--- config.mk ---
export PLATFORM = sky130hd
export DESIGN_NAME = bp_reg_mem_flat
export DESIGN_NICKNAME = d
export VERILOG_FILES = /design/src/rtl/bp_reg_mem_if.sv /design/src/rtl/bp_reg_mem.sv /design/src/flat_wrapper.sv
export SDC_FILE = /design/constraint.sdc
export NUM_CORES = 1
export LEC_CHECK = 0
export ABC_AREA = 1
export CORE_MARGIN = 5
export CORE_UTILIZATION = 54
export DETAILED_ROUTE_END_ITERATION = 10
export GPL_TIMING_DRIVEN = 0
export MAX_ROUTING_LAYER = met4
export PLACE_DENSITY = 0.86
export REMOVE_ABC_BUFFERS = 1
export SYNTH_ARGS = -nofsm -noshare
export SYNTH_HDL_FRONTEND = slang
export SYNTH_SLANG_ARGS = --single-unit
--- constraint.sdc ---
create_clock -name i_clk -period 1.4 [get_ports i_clk]
set_input_delay 0.28 -clock i_clk [delete_from_list [all_inputs] [get_ports i_clk]]
set_output_delay 0.28 -clock i_clk [all_outputs]
set_load 0.01 [all_outputs]
--- src/rtl/bp_reg_mem_if.sv ---
// Byte-pipe channel between a byte-stream transport and bp_reg_mem.
//   i_bp_data/i_bp_valid/o_bp_ready : host-to-device command/data bytes
//   o_bp_data/o_bp_valid/i_bp_ready : device-to-host response bytes
// Signal names are taken from the device's point of view.
interface bp_reg_mem_if;
  logic [7:0] i_bp_data;
  logic       i_bp_valid;
  logic       o_bp_ready;
  logic [7:0] o_bp_data;
  logic       o_bp_valid;
  logic       i_bp_ready;

  modport slave (
    input  i_bp_data, i_bp_valid, i_bp_ready,
    output o_bp_ready, o_bp_data, o_bp_valid
  );

  modport master (
    output i_bp_data, i_bp_valid, i_bp_ready,
    input  o_bp_ready, o_bp_data, o_bp_valid
  );
endinterface

--- src/rtl/bp_reg_mem.sv ---
// Bank of N_REG 8-bit registers reachable over a byte-pipe channel.
// Command byte: bit7 = write(1)/read(0), bits6:0 = register address.
// A write is followed by one data byte. Each command yields one response
// byte: the register value for a read, the pre-write value for a write,
// 8'h00 for any out-of-range address (writes to those are dropped).
// Ports:
//   i_clk   : clock, rising edge
//   i_rst_n : asynchronous active-low reset, clears registers and FSM
//   i_cg    : clock-gate enable, 0 freezes all state and blocks handshakes
//   bp      : byte-pipe channel (slave side)
module bp_reg_mem #(
  parameter int N_REG = 2
) (
  input  logic          i_clk,
  input  logic          i_rst_n,
  input  logic          i_cg,
  bp_reg_mem_if.slave   bp
);

  localparam int         AW    = (N_REG > 1) ? $clog2(N_REG) : 1;
  localparam logic [7:0] NREG8 = 8'(N_REG);

  typedef enum logic [1:0] {
    IDLE  = 2'd0,
    WDATA = 2'd1,
    RESP  = 2'd2
  } state_t;

  state_t     state;
  logic [6:0] wAddr;
  logic [7:0] rspData;
  logic [7:0] regs [N_REG];

  logic [6:0] rdAddr;
  logic       inRange;
  logic [7:0] rdVal;

  // One read port serves both the read command (address on the bus) and
  // the pre-write lookup (latched address), since they never overlap.
  always_comb begin
    rdAddr  = (state == WDATA) ? wAddr : bp.i_bp_data[6:0];
    inRange = ({1'b0, rdAddr} < NREG8);
    rdVal   = inRange ? regs[rdAddr[AW-1:0]] : '0;
  end

  // Ready is held low during reset even though the FSM sits in IDLE.
  assign bp.o_bp_ready = i_cg && i_rst_n && (state != RESP);
  assign bp.o_bp_valid = (state == RESP);
  assign bp.o_bp_data  = rspData;

  always_ff @(posedge i_clk or negedge i_rst_n) begin
    if (!i_rst_n) begin
      state   <= IDLE;
      wAddr   <= '0;
      rspData <= '0;
      regs    <= '{default: '0};
    end else if (i_cg) begin
      unique case (state)
        IDLE: begin
          if (bp.i_bp_valid) begin
            if (bp.i_bp_data[7]) begin
              wAddr <= bp.i_bp_data[6:0];
              state <= WDATA;
            end else begin
              rspData <= rdVal;
              state   <= RESP;
            end
          end
        end
        WDATA: begin
          if (bp.i_bp_valid) begin
            rspData <= rdVal;
            if (inRange) regs[wAddr[AW-1:0]] <= bp.i_bp_data;
            state <= RESP;
          end
        end
        RESP: begin
          if (bp.i_bp_ready) state <= IDLE;
        end
        default: state <= IDLE;
      endcase
    end
  end

endmodule

--- src/flat_wrapper.sv ---
// flat-port wrapper written by rule: the top's interface ports become plain ports
module bp_reg_mem_flat 
#(
  parameter int N_REG = 2
)
  (i_clk, i_rst_n, i_cg, bp_i_bp_data, bp_i_bp_valid, bp_i_bp_ready, bp_o_bp_ready, bp_o_bp_data, bp_o_bp_valid);
  bp_reg_mem_if bp_i ();
  input  logic i_clk;
  input  logic i_rst_n;
  input  logic i_cg;
  input wire logic [$bits(bp_i.i_bp_data)-1:0] bp_i_bp_data;
  input wire logic [$bits(bp_i.i_bp_valid)-1:0] bp_i_bp_valid;
  input wire logic [$bits(bp_i.i_bp_ready)-1:0] bp_i_bp_ready;
  output wire logic [$bits(bp_i.o_bp_ready)-1:0] bp_o_bp_ready;
  output wire logic [$bits(bp_i.o_bp_data)-1:0] bp_o_bp_data;
  output wire logic [$bits(bp_i.o_bp_valid)-1:0] bp_o_bp_valid;
  assign bp_i.i_bp_data = bp_i_bp_data;
  assign bp_i.i_bp_valid = bp_i_bp_valid;
  assign bp_i.i_bp_ready = bp_i_bp_ready;
  assign bp_o_bp_ready = bp_i.o_bp_ready;
  assign bp_o_bp_data = bp_i.o_bp_data;
  assign bp_o_bp_valid = bp_i.o_bp_valid;
  bp_reg_mem #(.N_REG(N_REG)) u_core (.i_clk(i_clk), .i_rst_n(i_rst_n), .i_cg(i_cg), .bp(bp_i));
endmodule
# Yosys cells after proc, flatten, opt, wreduce, memory -nomap -nowiden
# Cells that the tools add are included.
# totals
reg_bits	33
input_bits	13
output_inout_bits	10
# op_classes
n_lt_le_gt_ge	4
eq_ne	7
n_mux	17
n_bitwise	2
reduce_logical	9
# ops
op	n
8-bit 2-to-1 mux	8
16-bit bitwise mux	1
8-bit case mux with 2 select lines	1
4-bit AND reduction	3
2-bit inequality test (second input constant)	5
8-bit demux with 1-bit select	1
2-bit 2-to-1 mux	4
7-bit by 2-bit < comparator with 1-bit output (second input constant)	1
7-bit 2-to-1 mux	1
2-bit case mux with 3 select lines	1
5-bit AND reduction	1
2-bit greater-or-equal comparator (second input constant)	2
1-bit inverter with 2-bit output	2
1-bit logical AND	3
2-bit by 1-bit equality test with 1-bit output (second input constant)	1
2-bit equality test (second input constant)	1
2-bit zero test	1
2-bit by 1-bit < comparator with 1-bit output (second input constant)	1
2-bit nonzero test	1

# Depth between registers and ports, before layout
# depth
word_depth	10
ltp_mapped	7
ltp_nobuf	7

# Worst setup path before layout
# OpenSTA, ideal clock, no wires.
# synth_path
path_type	reg-to-reg
from	reg u_core.state[1]
to	reg u_core.rspData[0] (netlist: u_core.bp.o_bp_data[0])
setup_ns	0.065
arrival_time_ns	1.085
path_slack_ns	0.250
stages_incl_launch_ff	8
n_path_buf	0
path_cell_list	dfrtp_1 inv_2 nand2_1 nor2_1 nand2_1 nand2_1 nand3_1 nand2_1
# synth_via
elab_chain_len	10
elab_cells_between_ends	18
# synth_rtl
element	line	rtl
start, declared	bp_reg_mem.sv:29	state_t state;
start signal, assigned	bp_reg_mem.sv:53	state <= IDLE;
start signal, assigned	bp_reg_mem.sv:63	state <= WDATA;
start signal, assigned	bp_reg_mem.sv:66	state <= RESP;
branches (longest 10 deep; another with 7-bit by 2-bit < comparator with 1-bit output)	n/a	
end signal, assigned	bp_reg_mem.sv:65	rspData <= rdVal;
end signal, assigned	bp_reg_mem.sv:72	rspData <= rdVal;
end, declared	bp_reg_mem.sv:31	logic [7:0] rspData;
# Several ways; the timed one is not identified. The select of a mux whose other input is x is not followed.
# A chain may end at the register's enable or synchronous reset.

# Final worst setup path
# layout_path
from	reg u_core.state[1]
to	out bp_o_bp_ready
# layout_via
elab_chain_len	2
# layout_rtl
element	line	rtl
2-bit inequality test	bp_reg_mem.sv:47	assign bp.o_bp_ready = i_cg && i_rst_n && (state != RESP);
1-bit logical AND	bp_reg_mem.sv:47	
end, declared	flat_wrapper.sv:14	output wire logic [$bits(bp_i.o_bp_ready)-1:0] bp_o_bp_ready;
# No other way between the ends.

==> results.md <==
* 1st-iter DRT viols at approximately 170
* Wire length per cell at ~16 microns
* Top cell type's share of synthesized area at 0.496
* Setup violators final at 0
* I/O pins at 23
* Overflow left after global routing at 0
* Largest net degree at the start of global routing at 35
* Failing checks: negative hold slack
* Via Count at approximately 1,600
* Max Clk Rate at between 700 and 800 MHz
* Worst path required time at between 1 and 1.5 ns
* CTS tree: yes
* Worst Path Arrival at around 1.1 ns
* Post-synth EDFFs at 0
* Final Max Slew Viols at 0
* Max Cap Violations at 0
* Flop pwr share at 0.438
* Routed Antenna Nets at 0
* Final WL at 4300 microns
* # rows at 20
* Ys Warns at 0
* Share of cells above drive strength 1 at 0.207
* Starting Density at 0.555
* Cell with the most instances after synthesis: nand2_1
* Fillers at around 220
* Global Route Usage Sum at 0.214
* Leak Pwr at between 0.001 and 0.0015 uW
* Reg clk slew, reported paths at approximately 0.1 ns
* Area of the multi-input gates at roughly 810 sq um
* CP max stage cell: dfrtp_2
* Pre-antenna DRT Iters at 5
* H-tree levels at 2
* GPL Wtd Cong at 0.865
* Setup TNS at 0 ns
* Sw power at between 1000 and 1500 uW
* Via density at roughly 5.7
* Most frequent cells after synthesis: 83 x nand2_1, 33 x dfrtp_1, 26 x nand3_1
* Vias in the first global route at 1,397
* Reg2Reg Launch Point: u_core.state[0]
* Sequential element share of the synthesized area at 0.496
* Dominant cells by area after synthesis: dfrtp_1 50%, nand2_1 19%, nand3_1 7.8%
* Final Skew at ~0.0065 ns
* Peak supply drop at between 0.0008 and 0.0009 V
* #FFs+latches synth at 33
* Clock Latency Late Sink at 0.34 ns
* Ant diodes at 0
* Startpoint Class: register
* Root buffer cell: clkbuf_4
* Setup CP Type: register to primary output
* First-pass GRT wire length at around 6600 microns
* Comb power frac at 0.334
* Internal power at slightly above 2000 uW
* Slew HR at 0.719
* FF/Latch Area at between 800 and 900 sq um
* Post-synth ARST share at 1.00
* Die W at 65.5 microns
* CTS max path bufs at 2
* Critical Path Fanout Max at 3
* Clock Power Share at 0.228
* Cells after synthesis at around 210
* Hold Slack at -0.129 ns
* Synth unique cells at 18
* Max stage delay on crit path at roughly 0.44 ns
* R2r endpoint: u_core.regs[6]
* Inserted Clock Buffers at 5
* Tcrit/Tclk final at 0.999
* Area leader, netlist: dfrtp_1
* PD cells at roughly 1500 mW/mm^2
* Worst Reg-to-Reg Cells at 8
* Die Ht at ~66 microns
* Final Non-Filler Cells at approximately 280
* Area of the mapped netlist at 0.00167 sq mm
* Power Total at around 3300 uW
* Dpl hpwl at about 2500 microns
* Status: finished with violations
* RSZ-0062 raised after global routing: true
* Net switching fraction of the power at 0.376
* Clock sinks at 33
* Final Hold Viols at 33
* Reg2Reg Setup Slack at roughly 0.010 ns
* Crit path time final at 1.40 ns
* Post-Synthesis Mean Instance Area at 8.05 sq um
* CORE AREA at ~0.003 sq mm
* Die area at approximately 0.0043 sq mm
* Port buffer count at 22
* Slew @ Worst Pin at between 0.4 and 0.5 ns
* Post-Place Cells at between 200 and 300
* Critical path cell sequence: inv_4 -> nor2_4 -> nor2_1 -> buf_2
* Initial antenna violation count at 0
* Final net count at 254
* Detailed-route DRC error count at 0
* Endpoint type of the worst setup path: primary output
* Main flop type after synthesis: dfrtp_1
* Area Growth Syn to Fin at 30.0%
* Worst Hold Class: primary input to asynchronous set/reset pin
==> cell type report <==
| cell class | count | area share |
|---|---|---|
| clock buffers | 7 | 0.0254 |
| well taps | 33 | 0.0191 |
| repair inverters | 1 | 0.00347 |
| flip-flops and latches | 33 | 0.383 |
| clock inverters | 1 | 0.0139 |
| inverters | 19 | 0.0405 |
| multi-input cells | 150 | 0.376 |
| repair buffers | 31 | 0.139 |
==> registers in the layout, summed over array words and instances (netlist names) <==
signal	count
u_core.bp.o_bp_data	8
u_core.regs	16
u_core.state	2
u_core.wAddr	7
==> worst max path at each step <==
stage	endpoint	depth (start not counted)	start
floorplan	u_core.wAddr[4]	5	i_cg
global placement	bp_o_bp_ready	4	i_rst_n
detailed placement	u_core.wAddr[5]	5	i_cg
CTS	u_core.regs[10]	7	u_core.state[1]
global route	u_core.regs[4]	8	u_core.state[0]
finish	bp_o_bp_ready	4	u_core.state[1]
==> routing by layer <==
layer | GRT usage | part of all wire | vias to the layer above
li1 | - | - | 744
met1 | 0.255 | 0.40 | 732
met2 | 0.336 | 0.50 | 80
met3 | 0.0581 | 0.067 | 16
met4 | 0.106 | 0.034 | 0
met5 | - | 0 | -
==> critical path: cells and delay by family (launching register included) <==
family,cells,cell delay [ns]
buffers and inverters,2,0.21
DFF,1,0.44
and+or+nand+nor,2,0.13
==> repair_timing <==
| action | in CTS | in global routing |
|---|---|---|
| pin swaps | 1 | 9 |
| hold endpoints to repair | 33 | 33 |
| cloned | 1 | 0 |
| resized for setup | 24 | 28 |
| buffers inserted | 6 | 3 |
| endpoints found under the setup margin | 43 | 26 |
==> power groups by stage <==
stage | combinational (uW) | sequential (uW) | clock (uW)
2_1_floorplan | 602 | 1380 | 0
3_3_place_gp | 796 | 1420 | 0
3_5_place_dp | 824 | 1430 | 0
4_1_cts | 920 | 1400 | 757
5_1_grt | 1220 | 1460 | 803
6_report | 1090 | 1430 | 746
==> metrics by stage <==
stage	utilization	setup slack [ns]	instance area, sq um
after CTS	0.683	0.0107	2050
after global routing	0.721	-0.0351	2160
final	0.721	0.000931	2160
after floorplan	-	-0.0399	1630
after detailed placement	0.627	-0.846	1880
after global placement	0.628	-1.46	1890
==> logic make-up after synthesis <==
group / Yosys count / synth area share
DFF: 33 / 0.496
buffers and inverters: 24 / 0.0669
and+or+nand+nor: 141 / 0.410
AOI/OAI and AO/OA: 9 / 0.0270
==> placed cells by master (no fill, tap or decap), drive strengths merged, types with 7 or more instances in the layout <==
cell / netlist / routed
buf: 4 / 12
nand2: 84 / 84
clkbuf: 1 / 7
o21ai: 9 / 9
nand4: 17 / 17
dlygate4sd2: 0 / 8
dfrtp: 33 / 33
nand3: 29 / 29
clkdlybuf4s50: 0 / 10
nor2: 11 / 11
inv: 19 / 18
Note: power is estimated with default switching activity, not from simulation.
